`src/rtl/mobius_stream.sv`:
```
// mobius_stream
//   Handshaked Moebius transform over GF(2) on an N-bit truth table
//   (N = 2**LOG2_N). One vector is accepted, LOG2_N butterfly+shuffle rounds
//   are applied (ROUNDS_PER_CYCLE per clock), and the result is offered on
//   the output port until consumed.
//
// Ports
//   clk        rising-edge clock
//   rst_n      asynchronous active-low reset
//   in_valid   input vector offered
//   in_ready   block accepts a vector this cycle
//   in_data    [0:N-1] truth table, bit 0 = index 0 (leftmost)
//   in_mode    0 = subset (ANF) transform, 1 = superset (dual) transform
//   out_valid  result available
//   out_ready  consumer accepts result
//   out_data   [0:N-1] transformed vector (registered)
//   busy       high while rounds are being computed
//
// Handshake: a transfer happens on a rising edge where valid && ready are
// both high. in_valid may be offered at any time; in_ready is 1 in IDLE,
// 0 in RUN, and follows out_ready in HOLD so a new vector can be taken in
// the same cycle the result leaves. out_valid holds with stable out_data
// until out_ready is seen.

module mobius_stream #(
   parameter int LOG2_N           = 6,
   parameter int ROUNDS_PER_CYCLE = 1
) (
   input  logic            clk,
   input  logic            rst_n,
   input  logic            in_valid,
   output logic            in_ready,
   input  logic [0:(2**LOG2_N)-1] in_data,
   input  logic            in_mode,
   output logic            out_valid,
   input  logic            out_ready,
   output logic [0:(2**LOG2_N)-1] out_data,
   output logic            busy
);

   localparam int N  = 2**LOG2_N;
   localparam int CW = $clog2(LOG2_N + 1);
   // Guarded divisor so the modulo below is legal even for illegal values.
   localparam int U_SAFE = (ROUNDS_PER_CYCLE < 1) ? 1 : ROUNDS_PER_CYCLE;

   if (LOG2_N < 1 || ROUNDS_PER_CYCLE < 1 || (LOG2_N % U_SAFE) != 0) begin : g_bad_params
      $error("mobius_stream: ROUNDS_PER_CYCLE must be >= 1 and divide LOG2_N");
   end

   localparam logic [CW-1:0] CNT_STEP = CW'(U_SAFE);
   localparam logic [CW-1:0] CNT_DONE = CW'(LOG2_N);

   typedef enum logic [1:0] {
      S_IDLE = 2'd0,
      S_RUN  = 2'd1,
      S_HOLD = 2'd2
   } state_t;

   state_t          state_q, state_d;
   logic [0:N-1]    data_q, data_d;
   logic            mode_q, mode_d;
   logic [CW-1:0]   cnt_q, cnt_d;
   logic [0:N-1]    run_data;
   logic [CW-1:0]   cnt_next;

   // One round: butterfly across the two halves, then perfect shuffle.
   // The shuffle rotates the index bits, so every index bit passes through
   // the butterfly position exactly once over LOG2_N rounds.
   function automatic logic [0:N-1] mobius_round(input logic [0:N-1] x, input logic m);
      logic [0:N-1] y;
      y = '0;
      for (int i = 0; i < N/2; i++) begin
         y[2*i]   = m ? (x[i] ^ x[i+N/2]) : x[i];
         y[2*i+1] = m ? x[i+N/2]          : (x[i+N/2] ^ x[i]);
      end
      return y;
   endfunction

   // Unrolled chain of rounds applied in one RUN clock.
   always_comb begin
      logic [0:N-1] chain;
      chain = data_q;
      for (int r = 0; r < U_SAFE; r++) begin
         chain = mobius_round(chain, mode_q);
      end
      run_data = chain;
      cnt_next = cnt_q + CNT_STEP;
   end

   // State register.
   always_ff @(posedge clk or negedge rst_n) begin
      if (!rst_n) begin
         state_q <= S_IDLE;
         data_q  <= '0;
         mode_q  <= 1'b0;
         cnt_q   <= '0;
      end else begin
         state_q <= state_d;
         data_q  <= data_d;
         mode_q  <= mode_d;
         cnt_q   <= cnt_d;
      end
   end

   // Next-state logic.
   always_comb begin
      state_d = state_q;
      data_d  = data_q;
      mode_d  = mode_q;
      cnt_d   = cnt_q;
      case (state_q)
         S_IDLE: begin
            if (in_valid && in_ready) begin
               data_d  = in_data;
               mode_d  = in_mode;
               cnt_d   = '0;
               state_d = S_RUN;
            end
         end
         S_RUN: begin
            data_d = run_data;
            cnt_d  = cnt_next;
            if (cnt_next == CNT_DONE) begin
               state_d = S_HOLD;
            end
         end
         S_HOLD: begin
            if (out_ready) begin
               if (in_valid && in_ready) begin
                  // Result leaves and the next vector enters on the same edge.
                  data_d  = in_data;
                  mode_d  = in_mode;
                  cnt_d   = '0;
                  state_d = S_RUN;
               end else begin
                  state_d = S_IDLE;
               end
            end
         end
         default: begin
            state_d = S_IDLE;
         end
      endcase
   end

   // Output logic.
   always_comb begin
      in_ready  = 1'b0;
      out_valid = 1'b0;
      busy      = 1'b0;
      case (state_q)
         S_IDLE: in_ready = 1'b1;
         S_RUN:  busy     = 1'b1;
         S_HOLD: begin
            out_valid = 1'b1;
            in_ready  = out_ready;
         end
         default: ;
      endcase
   end

   assign out_data = data_q;

endmodule

```
`config.mk`:
```
export PLATFORM = sky130hd
export DESIGN_NAME = mobius_stream
export DESIGN_NICKNAME = d
export VERILOG_FILES = /design/src/rtl/mobius_stream.sv
export SDC_FILE = /design/constraint.sdc
export NUM_CORES = 1
export LEC_CHECK = 0
export BUFFER_PORTS_ARGS = -buffer_cell sky130_fd_sc_hd__buf_2
export CAP_MARGIN = 10
export CORE_AREA = 3 3 92 94
export DETAILED_ROUTE_END_ITERATION = 16
export DIE_AREA = 0 0 95 97
export PLACE_DENSITY = 0.88
export SYNTH_ARGS = -nofsm -noshare
export SYNTH_HDL_FRONTEND = slang
export SYNTH_SLANG_ARGS = --single-unit
```
`constraint.sdc`:
```
create_clock -name clk -period 4.1 [get_ports clk]
set_input_delay 0.205 -clock clk [delete_from_list [all_inputs] [get_ports clk]]
set_output_delay 0.205 -clock clk [all_outputs]
set_load 0.01 [all_outputs]
```
==> Word level (Yosys, flattened, before mapping) <==
Cells that the tools add are included.
{ "totals": {"regBits": 70, "out_inout_bits": 67, "wordCells": 137} }
{ "op_classes": {"add_sub_neg": 1, "n_eq_ne": 8, "n_mux": 81, "n_bitwise": 32, "n_reduce_logical": 9} }
{ "op_table": {"columns": ["op", "n"], "rows": [
  ["64-bit one-hot mux with 3 select lines", 1],
  ["64-bit 2-to-1 mux", 2],
  ["1-bit 2-to-1 mux", 69],
  ["1-bit bitwise XOR", 32],
  ["2-bit != test, second input constant", 5],
  ["3-bit one-hot mux with 3 select lines", 1],
  ["3-bit AND reduction", 3],
  ["2-bit 2-to-1 mux", 3],
  ["3-bit 2-to-1 mux", 2],
  ["2-bit one-hot mux with 3 select lines", 1],
  ["1-bit one-hot mux with 2 select lines", 2],
  ["2-bit AND reduction", 2],
  ["3-bit by 1-bit adder with 3-bit output, second input constant", 1],
  ["3-bit == test, second input constant", 1],
  ["3-bit nonzero test", 1],
  ["2-bit by 1-bit == test with 1-bit output, second input constant", 1],
  ["2-bit == test, second input constant", 1],
  ["2-bit logical NOT", 1],
  ["2-bit nonzero test", 1],
  ["1-bit logical AND", 1]
]} }

==> Depth between registers and ports, before layout <==
Gate-level depths: netlist (run 1).
{ "logic_depth": {"word_depth": 6, "depth_mapped": 7} }

==> Worst setup path after synthesis (run 1) <==
OpenSTA, ideal clock, no wires.
{ "synth_timing": {"path_kind": "flip-flop to flip-flop", "start": "register state_q[1]", "end": "register mode_q", "setup_ps": 125, "t_arrival_ps": 1243, "required_time_ps": 3975, "slack_ps": 2732, "path_stages_with_launch": 4, "period_less_slack_ps": 1368, "path_cell_list": "dfrtp_1 -> nor2b_1 -> nor3b_1 -> mux2_2"} }
{ "synth_between": {"elab_chain_len": 6} }
{ "synth_lines": {"columns": ["element", "line_no", "text"], "rows": [
  ["from (decl)", "59", "state_t state_q, state_d;"],
  ["from (signal assigned)", "98", "state_q <= state_d;"],
  ["2-bit == test / 2-bit logical NOT (equally long branches)", "111, 151", null],
  ["1-bit one-hot mux with 2 select lines", "151", "case (state_q)"],
  ["1-bit logical AND", "113, 129", null],
  ["1-bit 2-to-1 mux (2 in series)", null, null],
  ["1-bit one-hot mux with 2 select lines", "111", "case (state_q)"],
  ["to (signal assigned)", "100", "mode_q <= mode_d;"],
  ["to (decl)", "61", "logic mode_q, mode_d;"]
]} }
Parallel ways exist; a longest one is shown, timed or not. The select of a mux whose other input is x is not followed.
A chain may end at the register's enable or synchronous reset.

==> Worst setup path in the final report (run 1) <==
{ "layout_timing": {"start": "register state_q[0]", "end": "register data_q (netlist bit out_data[0])"} }
{ "layout_between": {"elab_chain_len": 6} }
{ "layout_lines": {"columns": ["element", "line_no", "text"], "rows": [
  ["2-bit == test / 2-bit logical NOT (equally long branches)", "111, 151", null],
  ["1-bit one-hot mux with 2 select lines", "151", null],
  ["1-bit logical AND", "113, 129", null],
  ["64-bit 2-to-1 mux (2 in series)", null, null],
  ["64-bit one-hot mux with 3 select lines", "111", null],
  ["to (signal assigned)", "99", "data_q <= data_d;"],
  ["to (decl)", "60", "logic [0:N-1] data_q, data_d;"]
]} }
Parallel ways exist; a longest one is shown, timed or not. The select of a mux whose other input is x is not followed.

==> results of run 1 <==
-- cell families after synthesis --
family                     count (synthesis)  share of synthesized area
AOI/OAI and AO/OA                        138                      0.174
muxes                                      1                    0.00271
DFF                                       70                      0.422
and+or+nand+nor                          203                      0.210
buffers and inverters                     38                     0.0525
xor gates and xnor gates                  63                      0.133
adders and majority gates                  2                    0.00603
-- power groups by stage --
stage | clock, uW | combinational [uW] | sequential (uW)
detailed placement | 0 | 2860 | 1670
floorplan | 0 | 2140 | 1610
finish | 493 | 2850 | 1670
global route | 538 | 3220 | 1730
CTS | 503 | 2880 | 1660
global placement | 0 | 2760 | 1630
-- layer usage --
layer  up-vias  global-route usage
li1       1898                   -
met1      1821               0.358
met2       142               0.413
met3        13              0.0412
met4         0              0.0599
met5         -                   0
-- worst min path at each step --
stage          start            to  slack, ps  cells past startpoint
3_5_place_dp   rst_n  out_data[50]        380                      1
4_1_cts        rst_n  out_data[50]         30                      1
5_1_grt        rst_n  out_data[50]         70                      1
2_1_floorplan  rst_n      cnt_q[0]        -90                      0
6_report       rst_n  out_data[50]         10                      1
3_3_place_gp   rst_n  out_data[42]        380                      1
-- sequential cells by signal (all words and copies together), names as in the netlist --
register / cells
cnt_q: 3
mode_q: 1
out_data: 64
state_q: 2
-- cell type report --
cell class	count	area, sq um	share of cell area
multi-input combinational	407	2180	0.442
sequential	70	1750	0.355
timing repair buffer	138	698	0.141
clock buffer	14	163	0.0329
tap	102	128	0.0258
inverter	3	13.8	0.00278
clock inverter	1	5.00	0.00101
-- through the flow --
stage | util | setup WS (ps) | hold WS [ps]
final | 0.640 | 2000 | 11.3
after global placement | 0.618 | 2100 | 377
after detailed placement | 0.618 | 2030 | 379
after CTS | 0.640 | 2020 | 25.7
after global routing | 0.640 | 1760 | 73.8
after floorplan | - | 2730 | -90.6
-- Yosys cell counts --
library cell and number:
nand2_1 96, o21ai_1 71, dfrtp_1 70, nor2_1 67
xnor2_1 62, o21ai_0 58, nand2b_1 32, buf_2 21
clkbuf_1 6, buf_6 5, a21oi_1 3, buf_4 2
ha_1 2, inv_1 2, nor2b_1 2, nor3_1 2
nor3b_1 2, a211oi_2 1, a21o_1 1, a21o_2 1
a21oi_4 1, clkbuf_2 1, inv_4 1, mux2_2 1
nand2b_4 1, nand3b_1 1, o22ai_1 1, o2bb2ai_1 1
xor2_1 1
==> results.sh, run 1 <==
export IMPL_wl_met1_mm=4.82
export IMPL_cp_data_required_time_ps=4350
export IMPL_num_fill_cells=682
export IMPL_worst_endpoint_arrival_ps=2350
export IMPL_pwr_share_clk=0.098
export IMPL_io_pin_count=136
export IMPL_reg2reg_depth=4
export IMPL_ir_worst_vdd_v=0.00117
export IMPL_die_height_um=97
export IMPL_endpoint_kind="flop"
export IMPL_run_status="complete, no violations"
export IMPL_routed_wirelength_mm=11.4
export IMPL_syn_mean_instance_area_sq_um=8.06
export IMPL_clk_pin_slew_ps=70
export IMPL_grt_util_all_layers=0.255
export IMPL_grt_max_degree=70
export IMPL_rsz0062_at_grt="false"
export IMPL_cts_root_buf="clkbuf_8"
export IMPL_fin_skew_ps=5.51
export IMPL_r2r_end="out_data[0]"
export IMPL_start_util=0.537
export IMPL_final_common_cell="buf_2"
export IMPL_dp_hpwl_mm=7.79
export IMPL_ctsHoldBuffers=0
export IMPL_p_sw_frac=0.480
export IMPL_crit_slowest_cell="a21o_2"
export IMPL_hold_class="in2async"
export IMPL_dp_cells=720
export IMPL_final_area_sq_um=4940
export IMPL_setup_tns_ps=0
export IMPL_final_cell_mix="135 x buf_2, 96 x nand2_1, 71 x o21ai_1, 69 x dfrtp_1, 67 x nor2_1"
export IMPL_worstSkewPairLatency_ps=330
export IMPL_final_cells=735
export IMPL_vias_per_cell=5.27
export IMPL_cts_resized=0
export IMPL_yosysTopAreaCell="dfrtp_1"
export IMPL_setup_viol=0
export IMPL_port_buffers=135
export IMPL_power_uw=5010
export IMPL_numCtsBuffers=9
export IMPL_switching_power_uw=2400
export IMPL_ys_warn_count=0
export IMPL_crit_fanout=65
export IMPL_postCtsSetupBuffers=0
export IMPL_detail_route_antenna_nets=0
export IMPL_drtPass1Iterations=4
export IMPL_wl_met3_um=889
export IMPL_internal_power_uw=2600
export IMPL_drv_cap=0
export IMPL_tritoncts="built"
export IMPL_period_needed_ps=2100
export IMPL_synth_area_leaders="dfrtp_1 42%, xnor2_1 13%, nand2_1 8.7%, o21ai_1 8.6%, o21ai_0 7.0%"
export IMPL_top_layer_used="met4"
export IMPL_rr_startpoint="state_q[0]"
export IMPL_num_rows=32
export IMPL_drv_slew=0
export IMPL_synth_top_area_share=0.422
export IMPL_syn_area_sq_um=4150
export IMPL_dpl_instance_area_sq_um=4780
export IMPL_slew_headroom=0.191
export IMPL_pwr_share_seq=0.333
export IMPL_crit_cells=4
export IMPL_gp_congestion=0.828
export IMPL_ys_types=29
export IMPL_critical_path_buf_inv_count=0
export IMPL_start_kind="flop"
export IMPL_leakage_uw=0.00222
export IMPL_fin_nets=700
export IMPL_htree_num_levels=3
export IMPL_area_growth_pct=19.1
export IMPL_coreArea_sq_um=7730
export IMPL_antenna_found_initial=0
export IMPL_ctsLongestPathBuffers=2
export IMPL_first_iter_violations=284
export IMPL_die_area_sq_um=9220
export IMPL_cp_top_family="compound AO/OA/AOI/OAI gates"
export IMPL_pwr_density_cell_nw_per_um2=1010
export IMPL_worstSetupPathType="reg2reg"
export IMPL_reg2reg_slack_ps=2000
export IMPL_num_vias=3874
export IMPL_gr_total_overflow=0
export IMPL_drcViolationCount=0
export IMPL_wl_met2_mm=5.57
export IMPL_crit_end="out_data[0]"
export IMPL_syn_nets=586
export IMPL_fmax_mhz=477
export IMPL_fp_dieW_um=95
export IMPL_hold_violations=0
export IMPL_ys_seq_area_frac=0.422
export IMPL_path_cells="nor2_1, a21o_2, o21ai_0, o21ai_1"
export IMPL_n_antenna_cell=0
export IMPL_grt_pass1_vias=3734
export IMPL_fin_crit_sh=0.512
export IMPL_power_frac_comb=0.569
export IMPL_worst_pin_slew_ps=1210
export IMPL_syn_inst=515
export IMPL_grt_pass1_wl_mm=18.7
export IMPL_cpPeakStageDelay_ps=930
export IMPL_layout_drive_gt1_share=0.251
export IMPL_numClockSinks=70
export IMPL_ys_ff_latch=70
export IMPL_cp_startpoint="state_q[0]"
export IMPL_wl_per_cell_um=15.5
(Power assumes the default switching activity.)
==> run 2: changes to the inputs <==
CORE_AREA = 3 3 99 101   (was 3 3 92 94)
DIE_AREA = 0 0 102 104   (was 0 0 95 97)
PLACE_DENSITY = 0.81   (was 0.88)
clock period = 1.7 ns   (was 4.1 ns; I/O delays follow)
==> run 2 against run 1 <==
Setup slack got worse by 1800 ps; critical path depth decreased by 1; sequential power increased by 130%; clock skew increased by 6.2 ps; register-to-register slack got worse by 1800 ps; hold slack improved by 4.0 ps; first-iteration DRC count decreased by 37%; clock power increased to 2.8 times the previous value; fmax increased by 36%; clock-buffer cell count decreased by 2; via count increased by 3.3%; critical endpoint is now mode_q; largest cell class unchanged; largest power group unchanged.
==> results.sh, run 2 (synthesis gave the netlist of run 1 again) <==
export IMPL_cts_root_buf="clkbuf_8"
export IMPL_pwr_density_cell_nw_per_um2=2460
export IMPL_rsz0062_at_grt="false"
export IMPL_endpoint_kind="flop"
export IMPL_routed_wirelength_mm=11.6
export IMPL_area_growth_pct=23.9
export IMPL_setup_ws_ps=157
export IMPL_numClockSinks=70
export IMPL_cp_data_required_time_ps=1930
export IMPL_htree_num_levels=3
export IMPL_final_util=0.564
export IMPL_slew_headroom=0.622
export IMPL_switching_power_uw=5960
export IMPL_grt_max_degree=65
export IMPL_cpPeakStageDelay_ps=440
export IMPL_detail_route_antenna_nets=0
export IMPL_setup_viol=0
export IMPL_wl_per_cell_um=15.4
export IMPL_io_pin_count=136
export IMPL_grt_util_all_layers=0.226
export IMPL_num_vias=4003
export IMPL_fin_crit_sh=0.908
export IMPL_final_common_cell="buf_2"
export IMPL_grt_pass1_vias=3901
export IMPL_first_iter_violations=180
export IMPL_drv_slew=0
export IMPL_hold_class="in2reg"
export IMPL_pwr_share_seq=0.299
export IMPL_fmax_mhz=648
export IMPL_coreArea_sq_um=9110
export IMPL_hold_violations=0
export IMPL_crit_slowest_cell="dfrtp_1"
export IMPL_start_kind="flop"
export IMPL_hold_start="in_data[0]"
export IMPL_start_util=0.455
export IMPL_dp_hpwl_mm=8.30
export IMPL_rr_startpoint="state_q[1]"
export IMPL_worstSetupPathType="reg2reg"
export IMPL_min_to="out_data[0]"
export IMPL_gr_total_overflow=0
export IMPL_hold_depth=3
export IMPL_grt_pass1_wl_mm=19.4
export IMPL_fp_dieW_um=102
export IMPL_power_frac_comb=0.592
export IMPL_ctsLongestPathBuffers=2
export IMPL_layout_drive_gt1_share=0.265
export IMPL_internal_power_uw=6710
export IMPL_run_status="complete, no violations"
export IMPL_drtPass1Iterations=5
export IMPL_preCtsSetupSlack_ps=151
export IMPL_leakage_uw=0.00232
export IMPL_port_buffers=135
export IMPL_final_cell_mix="134 x buf_2, 96 x nand2_1, 71 x o21ai_1, 69 x dfrtp_1, 67 x nor2_1"
export IMPL_clk_pin_slew_ps=80
export IMPL_die_area_sq_um=10600
export IMPL_crit_fanout=5
export IMPL_path_cells="nor2b_1, nor3b_1, mux2_2"
export IMPL_gp_congestion=0.880
export IMPL_die_height_um=104
export IMPL_power_uw=12700
export IMPL_ir_worst_vdd_v=0.000995
export IMPL_r2r_end="mode_q"
export IMPL_fin_nets=711
export IMPL_largest_register_ffs=64
export IMPL_tritoncts="built"
export IMPL_drv_cap=0
export IMPL_worstSkewPairLatency_ps=340
export IMPL_fin_skew_ps=11.7
export IMPL_final_area_sq_um=5140
export IMPL_setup_tns_ps=0
export IMPL_n_antenna_cell=0
export IMPL_p_sw_frac=0.470
export IMPL_worst_endpoint_arrival_ps=1770
export IMPL_reg2reg_depth=3
export IMPL_antenna_found_initial=0
export IMPL_drcViolationCount=0
export IMPL_numCtsBuffers=9
export IMPL_reg2reg_slack_ps=160
export IMPL_dpl_instance_area_sq_um=4920
export IMPL_vias_per_cell=5.29
export IMPL_worst_pin_slew_ps=567
export IMPL_period_needed_ps=1540
export IMPL_num_rows=35
export IMPL_pwr_share_clk=0.109
-- run 2: per-stage QoR --
| stage | hold WS [ps] | std cells |
|---|---|---|
| 6_report | 15.3 | 756 |
| 5_1_grt | 1.97 | 756 |
| 4_1_cts | 2.74 | 756 |
| 3_5_place_dp | 120 | 738 |
| 3_3_place_gp | 102 | 738 |
| 2_1_floorplan | -211 | 515 |
-- run 2: worst max-delay path by stage --
| stage | endpoint | slack [ps] | from |
|---|---|---|---|
| 6_report | mode_q | 160 | state_q[1] |
| 4_1_cts | mode_q | 150 | state_q[1] |
| 3_5_place_dp | mode_q | 150 | state_q[1] |
| 2_1_floorplan | mode_q | 330 | state_q[1] |
| 3_3_place_gp | mode_q | 220 | state_q[1] |
| 5_1_grt | out_data[63] | 30 | state_q[1] |
-- run 2: power groups by stage --
stage,Clock (uW),Sequential (uW),Combinational [uW]
2_1_floorplan,0,3890,5160
6_report,1390,3780,7490
5_1_grt,1490,3950,8470
3_5_place_dp,0,3810,7530
4_1_cts,1410,3780,7570
3_3_place_gp,0,3770,7290
-- run 2: critical path, delay by kind of cell, from the launching register on --
kind | cells | cell delay [ps]
mux | 1 | 390
flops | 1 | 440
simple gates | 2 | 600
-- run 2: final cells by class --
class | instances | area (sq um)
Fill cell | 858 | 3970
Tap cell | 111 | 139
Inverter | 3 | 13.8
Sequential cell | 70 | 1750
Timing Repair Buffer | 149 | 851
Clock inverter | 4 | 45.0
Clock buffer | 12 | 155
Multi-Input combinational cell | 407 | 2180
-- run 2: repair_timing --
| action | 4_1_cts | 5_1_grt |
|---|---|---|
| gates resized for setup | 0 | 0 |
| buffers inserted | 0 | 0 |
| hold endpoints to repair | 40 | 0 |
| hold buffers | 2 | 0 |
-- run 2: routing by layer --
| layer | track usage | wire length [um] |
|---|---|---|
| met1 | 0.328 | 5260 |
| met2 | 0.350 | 5430 |
| met3 | 0.0483 | 865 |
| met4 | 0.0412 | 91 |
| met5 | 0 | 0 |
